<file path="src/rtl/pwm_pkg.sv">
// rtl/pwm_pkg.sv - shared mode type, parameter defaults and restart helper for pwm_timer
package pwm_pkg;

  localparam int DEF_WIDTH = 16;
  localparam int DEF_NCH   = 4;
  localparam int DEF_PSC_W = 16;
  // Helper width; WIDTH must not exceed this.
  localparam int MAX_W     = 32;

  typedef enum logic [1:0] {
    MODE_UP     = 2'd0,
    MODE_DOWN   = 2'd1,
    MODE_CENTER = 2'd2
  } mode_e;

  // Raw encoding 3 is reserved and runs as UP.
  function automatic mode_e decode_mode(input logic [1:0] raw);
    case (raw)
      2'd1:    return MODE_DOWN;
      2'd2:    return MODE_CENTER;
      default: return MODE_UP;
    endcase
  endfunction

  function automatic logic [MAX_W-1:0] restart_cnt(input mode_e mode, input logic [MAX_W-1:0] arr);
    return (mode == MODE_DOWN) ? arr : '0;
  endfunction

endpackage

</file>
<file path="src/rtl/pwm_prescaler.sv">
// rtl/pwm_prescaler.sv - divide-by-(psc_a+1) tick generator, cleared on every update event
module pwm_prescaler #(
  parameter int PSC_W = 16
) (
  input  logic             clk,
  input  logic             rst,
  input  logic             en,
  input  logic [PSC_W-1:0] psc_a,
  input  logic             clr,
  output logic             tick
);

  logic [PSC_W-1:0] psc_cnt;

  assign tick = en && (psc_cnt == psc_a);

  always_ff @(posedge clk or posedge rst) begin
    if (rst) begin
      psc_cnt <= '0;
    end else if (clr) begin
      psc_cnt <= '0;
    end else if (en) begin
      psc_cnt <= tick ? '0 : psc_cnt + PSC_W'(1);
    end
  end

endmodule

</file>
<file path="src/rtl/pwm_timer.sv">
// rtl/pwm_timer.sv - shared-counter multi-channel PWM timer with double-buffered configuration
module pwm_timer import pwm_pkg::*; #(
  parameter int WIDTH = DEF_WIDTH,
  parameter int NCH   = DEF_NCH,
  parameter int PSC_W = DEF_PSC_W
) (
  input  logic               clk,
  input  logic               rst,
  input  logic               en,
  input  logic               load,
  input  logic               ug,
  input  logic [1:0]         mode_in,
  input  logic [WIDTH-1:0]   arr_in,
  input  logic [PSC_W-1:0]   psc_in,
  input  logic [NCH*WIDTH-1:0] ccr_in,
  input  logic [NCH-1:0]     pol_in,
  output logic [NCH-1:0]     wave,
  output logic [WIDTH-1:0]   cnt,
  output logic               dir,
  output logic               upd
);

  logic [1:0]           mode_s, mode_a;
  logic [WIDTH-1:0]     arr_s, arr_a;
  logic [PSC_W-1:0]     psc_s, psc_a;
  logic [NCH*WIDTH-1:0] ccr_s, ccr_a;
  logic [NCH-1:0]       pol_s, pol_a;

  mode_e            mode_cur, mode_nxt;
  logic             tick, uev, wrap;
  logic [WIDTH-1:0] cnt_step;
  logic             dir_step;

  assign mode_cur = decode_mode(mode_a);
  assign mode_nxt = decode_mode(mode_s);

  pwm_prescaler #(.PSC_W(PSC_W)) u_prescaler (
    .clk   (clk),
    .rst   (rst),
    .en    (en),
    .psc_a (psc_a),
    .clr   (uev),
    .tick  (tick)
  );

  // Next counter position for a tick, and whether this tick ends the period.
  always_comb begin
    wrap     = 1'b0;
    cnt_step = cnt;
    dir_step = dir;
    case (mode_cur)
      MODE_DOWN: begin
        if (cnt == '0) wrap = 1'b1;
        else           cnt_step = cnt - WIDTH'(1);
      end
      MODE_CENTER: begin
        if (!dir) begin
          if (cnt == arr_a) begin
            if (arr_a <= WIDTH'(1)) begin
              wrap = 1'b1;
            end else begin
              dir_step = 1'b1;
              cnt_step = arr_a - WIDTH'(1);
            end
          end else begin
            cnt_step = cnt + WIDTH'(1);
          end
        end else begin
          if (cnt == WIDTH'(1)) wrap = 1'b1;
          else                  cnt_step = cnt - WIDTH'(1);
        end
      end
      default: begin
        if (cnt == arr_a) wrap = 1'b1;
        else              cnt_step = cnt + WIDTH'(1);
      end
    endcase
  end

  assign uev = ug || (tick && wrap);

  // Active registers copy the pre-edge shadow, so a same-edge load waits one period.
  always_ff @(posedge clk or posedge rst) begin
    if (rst) begin
      mode_s <= '0;
      arr_s  <= '0;
      psc_s  <= '0;
      ccr_s  <= '0;
      pol_s  <= '0;
      mode_a <= '0;
      arr_a  <= '0;
      psc_a  <= '0;
      ccr_a  <= '0;
      pol_a  <= '0;
      cnt    <= '0;
      dir    <= 1'b0;
      upd    <= 1'b0;
    end else begin
      if (load) begin
        mode_s <= mode_in;
        arr_s  <= arr_in;
        psc_s  <= psc_in;
        ccr_s  <= ccr_in;
        pol_s  <= pol_in;
      end
      if (uev) begin
        mode_a <= mode_s;
        arr_a  <= arr_s;
        psc_a  <= psc_s;
        ccr_a  <= ccr_s;
        pol_a  <= pol_s;
        cnt    <= WIDTH'(restart_cnt(mode_nxt, MAX_W'(arr_s)));
        dir    <= (mode_nxt == MODE_DOWN);
      end else if (tick) begin
        cnt    <= cnt_step;
        dir    <= dir_step;
      end
      upd <= uev;
    end
  end

  for (genvar i = 0; i < NCH; i++) begin : g_ch
    assign wave[i] = (cnt < ccr_a[i*WIDTH +: WIDTH]) ^ pol_a[i];
  end

endmodule
</file>
<file path="config.mk">
export PLATFORM = sky130hd
export DESIGN_NAME = pwm_timer
export DESIGN_NICKNAME = d
export VERILOG_FILES = /design/src/rtl/pwm_pkg.sv /design/src/rtl/pwm_prescaler.sv /design/src/rtl/pwm_timer.sv
export SDC_FILE = /design/constraint.sdc
export NUM_CORES = 1
export LEC_CHECK = 0
export CAP_MARGIN = 10
export CORE_MARGIN = 2
export CORE_UTILIZATION = 58
export CTS_CLUSTER_DIAMETER = 80
export DETAILED_ROUTE_END_ITERATION = 12
export PLACE_DENSITY = 0.84
export SLEW_MARGIN = 20
export SYNTH_ARGS = -nofsm -noshare
export SYNTH_HDL_FRONTEND = slang
export SYNTH_SLANG_ARGS = --single-unit
</file>
<file path="constraint.sdc">
create_clock -name clk -period 11.3 [get_ports clk]
set_input_delay 2.825 -clock clk [delete_from_list [all_inputs] [get_ports clk]]
set_output_delay 2.825 -clock clk [all_outputs]
set_load 0.01 [all_outputs]
</file>
==> results of run 1 <==
-- final cells by class --
class / count / area (µm²)
clock inverter: 5 / 27.5
inverter: 77 / 302
clock buffer: 37 / 751
sequential: 238 / 5960
fill: 1606 / 6830
multi-input combinational: 904 / 6170
tap: 280 / 350
timing repair buffer: 140 / 1370
-- cell families (layout without fill, tap and decap cells) --
| logic type | after synthesis | count (layout) | synth area share [%] |
|---|---|---|---|
| xor+xnor | 79 | 79 | 5.39 |
| mux | 106 | 106 | 9.29 |
| flops | 238 | 238 | 46.4 |
| buf+inv | 153 | 259 | 5.49 |
| compound gates | 228 | 228 | 11.3 |
| fa+ha+maj | 68 | 68 | 6.63 |
| simple gates | 423 | 423 | 15.5 |
-- metrics by stage --
stage               power (mW)  util, %  instances
floorplan                 1.61        -       1295
finish                    2.69     68.6       1681
CTS                       2.69     68.6       1681
global placement          1.86     65.0       1639
global route              2.84     68.6       1681
detailed placement        1.90     65.0       1639
-- flip-flops by register name (all words and copies together) (netlist names) --
register and cells:
psc_s 16, pol_a 4, ccr_a 64, ccr_s 64, dir 1, pol_s 4
upd 1, arr_s 16, u_prescaler.psc_cnt 16, arr_a 16, cnt 16, mode_s 2
mode_a 2, psc_a 16
-- cell usage after synthesis, drive strengths merged, types with 4 or more instances --
cell / instances
dfrtp: 238
nand2: 215
mux2: 104
o21ai: 93
inv: 74
ha: 68
nor2: 59
a21oi: 47
xor2: 43
clkbuf: 39
buf: 37
xnor2: 36
nand3: 32
nor3: 25
nand4: 19
nor4: 15
a31oi: 14
o211ai: 11
nand2b: 7
nor2b: 7
o311ai: 6
o41ai: 6
or4: 6
and4: 5
nand4b: 5
o21a: 5
o31ai: 5
or2: 5
a21o: 4
a22oi: 4
a32oi: 4
nor3b: 4
or3: 4
-- final timing paths --
check	depth (start not counted)	slack [ns]	to	from
max	8	5.00	wave[1]	cnt[1]
min	2	0.47	pol_a[2]	pol_s[2]
max reg2reg	9	6.83	cnt[4]	mode_a[0]
min reg2reg	2	0.47	pol_a[2]	pol_s[2]
max in group asynchronous	3	7.09	u_prescaler.psc_cnt[1]	rst
min in group asynchronous	2	2.81	ccr_s[8]	rst
-- worst min-delay path, stage by stage (launching register included) --
cell	delay, ns
dfrtp_1	0.34
nand2_1	0.06
nand2_1	0.05
-- per-layer routing --
metal,global-route usage [%],part of all wire [%],vias up
li1,-,-,4692
met1,37.4,42,4864
met2,43.6,46,451
met3,5.52,8.2,87
met4,10.5,3.6,0
met5,0,0,-
-- power groups by stage --
stage                     Sequential, mW  Combinational (mW)  Clock [mW]
final                               1.13               0.779       0.785
after global routing                1.14               0.867       0.829
after CTS                           1.12               0.773       0.794
after detailed placement            1.14               0.759           0
after global placement              1.13               0.729           0
after floorplan                     1.06               0.556           0
==> summary.txt, run 1 <==
Area contributors post-synth: dfrtp_1 (46%), mux2_2 (9.1%), ha_1 (6.6%)
Antenna Cells: 0
Leakage: 6.52 nW
slowest stage cell, crit path: dfrtp_1
final worst slack: 5.00 ns
ys async rst share: 100%
Syn Std Cell Area: 0.0128 mm²
drt pass-1 iters: 5
CTS tree: yes
final wirelength: 32.3 mm
routability cong.: 0.954
clock-pin slew on the worst setup and hold paths: 0.06 ns
worst skew pair latency: 0.52 ns
most frequent cells in the layout: dfrtp_1 (238), nand2_1 (214), clkdlybuf4s50_1 (127), mux2_2 (104), inv_1 (73)
initial antenna violation count: 0
cts bufs inserted: 25
Max Cap Violations: 0
first-pass GRT wire length: 52.1 mm
number of synthesized flops with an enable pin: 0
library cells used by synthesis: 73
minimum clock period: 6.30 ns
number of global-route vias before repair: 10,128
critical path class: register to primary output
Worst EP required: 8.48 ns
Synth top area share: 46.4%
DP Area: 0.0141 mm²
vias post-DR: 10,094
Clock Skew: 0.0149 ns
Initial Util: 59.0%
TNS Setup: 0 ns
#FFs+latches synth: 238
Hold WC Path Type: register to register
vias per cell: 6.00
Critical path buffers and inverters: 1
CTS max path bufs: 3
Post-CTS Setup Bufs: 0
Ys Warns: 0
cell family with most CP delay: compound AO/OA/AOI/OAI gates
most common cell after layout, fill and taps aside: dfrtp_1
pre-CTS WS: 5.25 ns
post-DP HPWL: 21.0 mm
# DRC: 0
sequential fraction of design power: 41.9%
total I/O pin count: 129
GR Overflow Total: 0
register area share after synthesis: 46.4%
FMAX: 0.159 GHz
H-tree levels: 1
Slew HR: 33.6%
Synth Flop Type: dfrtp_1
Peak VDD IR: 0.123 mV
Sw Pwr: 911 µW
final worst-path cycle share: 55.7%
clock sink count: 238
CP Launch Type: register
layout cell share with drive strength beyond 1: 12.9%
Final nets: 1,561
crit-path max cell delay: 0.60 ns
Die Area: 0.0233 mm²
switching part of the total: 33.8%
RSZ-0062 raised after global routing: no
crit path DAT: 3.47 ns
Hold Buf Count CTS: 0
post-cts resize count: 0
status: complete, no violations
Port Buffers: 128
largest area contributor in the netlist: dfrtp_1
Least-Margin Pin Slew: 0.996 ns
Detail Route Antenna Nets: 0
# rows: 54
core area: 0.0218 mm²
Final Max Slew Viols: 0
area delta synth->final: 16.3%
worst hold slack: 0.466 ns
Setup crit end kind: primary output
largest net degree at the start of global routing: 128
Mapped Cells: 1,295
clock share of power: 29.1%
global-route usage over all layers: 27.4%
chip height: 153 µm
CP Max Fanout: 12
initial DRC count: 811
Mean Syn Cell Area: 9.91 µm²
Setup violations, final: 0
Final Instance Area: 0.0149 mm²
final hold violations: 0
part of the power in combinational logic: 28.9%
crit-path cells: ha_1 > a21boi_0 > o21ai_0 > a211o_1 > o2111ai_1 > or3b_2 > o211ai_1 > clkdlybuf4s50_1
cell-internal power: 1.78 mW
PD cells: 180 mW/mm²
Synthesized Nets: 1,470
Root Driver: clkbuf_16
Horiz. Die Dim: 153 µm
drt wl/cell: 19.2 µm
No activity file was read; power rests on OpenSTA's default activity.
==> run 2: changes to the inputs <==
Clock period 11.3 ns to 6 ns, I/O delays scaled along.
==> run 2 against run 1 <==
Net effect: worst hold slack lost 0.0011 ns; combinational power up 96%; critical path depth fell by 1; flip-flop and latch count did not move; power up 91%; register-to-register slack worse by 4.8 ns; critical path type unchanged; highest routed layer unchanged; die area stayed put; worst setup slack got worse by 3.9 ns; core utilization rose by 0.52 points.
==> summary.txt, run 2 (synthesized netlist as in run 1, its figures left out) <==
status: complete, no violations
TNS Setup: 0 ns
crit path launch: cnt[14]
Horiz. Die Dim: 153 µm
worst hold slack: 0.465 ns
Detail Route Antenna Nets: 0
core area: 0.0218 mm²
Initial Util: 59.0%
critical path class: register to primary output
Global Route met1 Usage: 37.7%
number of global-route vias before repair: 9,950
Peak VDD IR: 0.262 mV
final worst-path cycle share: 81.4%
Max Cap Violations: 0
minimum clock period: 4.88 ns
Final Max Slew Viols: 0
Port Buffers: 128
initial DRC count: 766
GR Overflow Total: 0
Clock Skew: 0.0139 ns
Die Area: 0.0233 mm²
H-tree levels: 1
DP Area: 0.0142 mm²
chip height: 153 µm
Slew HR: 38.3%
CTS tree: yes
area delta synth->final: 17.2%
Antenna Cells: 0
post-DP HPWL: 21.5 mm
RSZ-0062 raised after global routing: no
drt pass-1 iters: 5
cts bufs inserted: 26
min-delay src: psc_s[10]
PD cells: 341 mW/mm²
R2R Path Start: cnt[7]
vias post-DR: 9,991
busiest grt layer: met2
worst skew pair latency: 0.54 ns
Least-Margin Pin Slew: 0.926 ns
routability cong.: 0.950
largest net degree at the start of global routing: 168
Final Instance Area: 0.0150 mm²
FMAX: 0.205 GHz
crit path DAT: 3.38 ns
Largest regs: ccr_a x64, ccr_s x64
final worst slack: 1.12 ns
# DRC: 0
final wirelength: 32.0 mm
vias per cell: 5.91
drt wl/cell: 18.9 µm
Worst EP required: 4.50 ns
pre-CTS WS: 1.73 ns
CP Max Fanout: 14
layout cell share with drive strength beyond 1: 13.6%
Post-CTS Setup Bufs: 0
clock-pin slew on the worst setup and hold paths: 0.06 ns
initial antenna violation count: 0
first-pass GRT wire length: 51.8 mm
total I/O pin count: 129
global-route usage over all layers: 27.3%
Setup violations, final: 0
Root Driver: clkbuf_16
Leakage: 6.57 nW
filler instances: 1,624
met2 Track Usage GR: 45.1%
Hold Buf Count CTS: 0
met3 Track Usage GR: 4.12%
most common cell after layout, fill and taps aside: dfrtp_1
# rows: 54
Final nets: 1,570
most frequent cells in the layout: dfrtp_1 (238), nand2_1 (214), clkdlybuf4s50_1 (127), mux2_2 (104), inv_1 (73)
CTS max path bufs: 3
Setup crit end kind: primary output
clock sink count: 238
post-cts resize count: 0
Hold WC Path Type: register to register
CP Launch Type: register
final hold violations: 0
[run 2: changes by cell type in the layout (fill, tap and decap cells not counted)]
cell,change
buf_4,+7
clkbuf_8,-4
clkinvlp_4,+2
buf_12,+1
bufinv_16,+1
clkbuf_16,+1
clkinv_4,+1
clkinv_8,+1
inv_6,+1
inv_8,-1
nor2b_1,-1
nor2b_2,+1
[run 2: final cells by class]
cell class	instances	area, µm²	area share, %
multi-input cells	904	6170	41.0
flip-flops and latches	238	5960	39.6
repair buffers	148	1440	9.59
clock inverters	10	98.8	0.657
clock buffers	34	721	4.79
inverters	77	298	1.98
well taps	280	350	2.33
[run 2: worst paths after layout]
| path | cells past startpoint | slack [ns] | endpoint |
|---|---|---|---|
| worst max-delay path | 7 | 1.12 | wave[1] |
| worst min register to register | 2 | 0.47 | psc_a[10] |
| worst min-delay path | 2 | 0.47 | psc_a[10] |
| max in group asynchronous | 3 | 3.53 | u_prescaler.psc_cnt[15] |
| min in group asynchronous | 2 | 1.29 | ccr_s[10] |
| worst max register to register | 9 | 2.07 | ccr_a[35] |
[run 2: critical path, stage by stage (launching register included)]
cell and delay (ns):
dfrtp_1 0.80, ha_1 0.36, a21o_1 0.16, a21oi_1 0.23, mux2_2 0.37, a311oi_1 0.26, o211ai_1 0.17, clkdlybuf4s50_1 0.51
[run 2: metal layers]
metal  vias up  routed length (µm)
met5         -                   0
met3        62                2110
li1       4696                   -
met4         0                 804
met1      4872               13700
met2       361               15400
[run 2: stage by stage]
step                      util (%)  total power, mW  std cells
final                         69.1             5.13       1691
after global routing          69.1             5.42       1691
after CTS                     69.1             5.14       1691
after detailed placement      65.3             3.59       1647
after global placement        65.3             3.53       1647
after floorplan                  -             3.04       1295
[run 2: where the power goes]
part           switching (mW)  total (mW)  internal, mW  leakage, nW
Sequential              0.252        2.07          1.81         2.89
Clock                   0.645        1.53         0.888        0.399
Combinational           0.835        1.53         0.698         3.28
Total                    1.73        5.13          3.40         6.57
==> run 3: changes to the inputs <==
Clock period 6 ns to 5 ns, I/O delays scaled along.
==> run 3 against run 2 <==
Net effect: die area did not move; first-iteration DRC count up 17%; clock power up 35%.
==> summary.txt, run 3 (synthesized netlist as in run 1, its figures left out) <==
status: complete, no violations
Setup crit end kind: primary output
CP Launch Type: register
# rows: 54
CP Max Fanout: 3
Clock Skew: 0.00915 ns
chip height: 153 µm
slowest stage cell, crit path: clkdlybuf4s50_1
Final nets: 1,581
Initial Util: 59.0%
final wirelength: 34.1 mm
routability cong.: 0.953
global-route usage over all layers: 29.3%
total I/O pin count: 129
met3 Track Usage GR: 4.98%
final hold violations: 0
Util after Layout: 70.2%
Horiz. Die Dim: 153 µm
Setup violations, final: 0
worst hold slack: 0.460 ns
CTS max path bufs: 3
Die Area: 0.0233 mm²
crit-path cells: ha_1 > a21o_1 > a21o_1 > a21oi_1 > mux2_2 > a311oi_1 > o211ai_1 > clkdlybuf4s50_1
most frequent cells in the layout: dfrtp_1 (238), nand2_1 (214), clkdlybuf4s50_1 (127), mux2_2 (104), inv_1 (73)
Least-Margin Pin Slew: 1.05 ns
Worst path most repeated cell: a21o_1
minimum clock period: 4.53 ns
RSZ-0062 raised after global routing: no
Slew HR: 30.3%
number of global-route vias before repair: 10,211
cts bufs inserted: 26
most common cell after layout, fill and taps aside: dfrtp_1
vias post-DR: 10,276
initial DRC count: 899
Port Buffers: 128
area delta synth->final: 19.0%
drt pass-1 iters: 5
Worst EP required: 3.75 ns
cell-internal power: 4.33 mW
switching part of the total: 33.0%
Largest regs: ccr_a x64, ccr_s x64
Post-CTS Setup Bufs: 0
met2 Track Usage GR: 47.5%
PD cells: 424 mW/mm²
critical path class: register to primary output
Leakage: 6.70 nW
part of the power in combinational logic: 30.3%
Peak VDD IR: 0.274 mV
initial antenna violation count: 0
Sw Pwr: 2.14 mW
Max Cap Violations: 0
final worst-path cycle share: 90.7%
Global Route met1 Usage: 39.9%
crit-path max cell delay: 0.52 ns
Hold WC Path Type: register to register
TNS Setup: 0 ns
GR Overflow Total: 0
largest net degree at the start of global routing: 83
sequential fraction of design power: 37.7%
# DRC: 0
post-DP HPWL: 22.8 mm
core area: 0.0218 mm²
first-pass GRT wire length: 55.1 mm
clock share of power: 32.0%
crit path DAT: 3.28 ns
H-tree levels: 1
Root Driver: clkbuf_16
clock-pin slew on the worst setup and hold paths: 0.06 ns
layout cell share with drive strength beyond 1: 14.4%
Detail Route Antenna Nets: 0
CTS tree: yes
Antenna Cells: 0
drt wl/cell: 20.0 µm
worst skew pair latency: 0.53 ns
Power, Total: 6.47 mW
post-cts resize count: 0
busiest grt layer: met2
Final Max Slew Viols: 0
vias per cell: 6.02
clock sink count: 238
FMAX: 0.221 GHz
Hold Buf Count CTS: 0
[run 3: cell count changes in the layout (fill, tap and decap cells not counted), sizes merged]
| cell | delta |
|---|---|
| clkinv | -1 |
| clkbuf | +4 |
| bufinv | +3 |
| buf | +11 |
| clkinvlp | -2 |
[run 3: power by group through the flow]
stage | Clock, mW | Combinational (mW) | Sequential (mW)
CTS | 2.10 | 1.93 | 2.43
floorplan | 0 | 1.26 | 2.39
detailed placement | 0 | 1.90 | 2.46
global route | 2.18 | 2.16 | 2.46
finish | 2.07 | 1.96 | 2.44
global placement | 0 | 1.84 | 2.45
[run 3: stage by stage]
step	area (µm²)	std cells	setup slack [ns]
after detailed placement	14300	1658	1.13
final	15300	1706	0.466
after global routing	15300	1706	0.380
after CTS	15300	1706	0.491
after floorplan	12800	1295	0.630
after global placement	14300	1658	1.19
[run 3: path summary, 6_finish.rpt]
| path | from | endpoint | slack (ns) | depth (start not counted) |
|---|---|---|---|---|
| max | cnt[13] | wave[1] | 0.47 | 8 |
| min | psc_s[5] | psc_a[5] | 0.46 | 2 |
| max reg2reg | cnt[3] | ccr_a[40] | 1.13 | 10 |
| min reg2reg | psc_s[5] | psc_a[5] | 0.46 | 2 |
| max in group asynchronous | rst | arr_a[14] | 2.95 | 3 |
| min in group asynchronous | rst | ccr_a[10] | 1.18 | 2 |
[run 3: worst max-delay path: cells and delay by family, from the launching register on]
family | cells | cell delay (ns)
AOI/OAI and AO/OA | 5 | 1.08
DFF | 1 | 0.46
buffers and inverters | 1 | 0.52
muxes | 1 | 0.37
adders and majority gates | 1 | 0.34
[run 3: routing by layer]
layer  wire (µm)  vias up
met5           0        -
met4        1410        0
met3        2760       91
met2       16000      450
met1       13900     5006
li1            -     4729
[run 3: cell type report]
type,instances,area (µm²)
clock inverter,10,160
multi-input combinational,904,6170
sequential,238,5960
fill,1581,6480
inverter,77,298
tap,280,350
clock buffer,38,777
timing repair buffer,159,1560
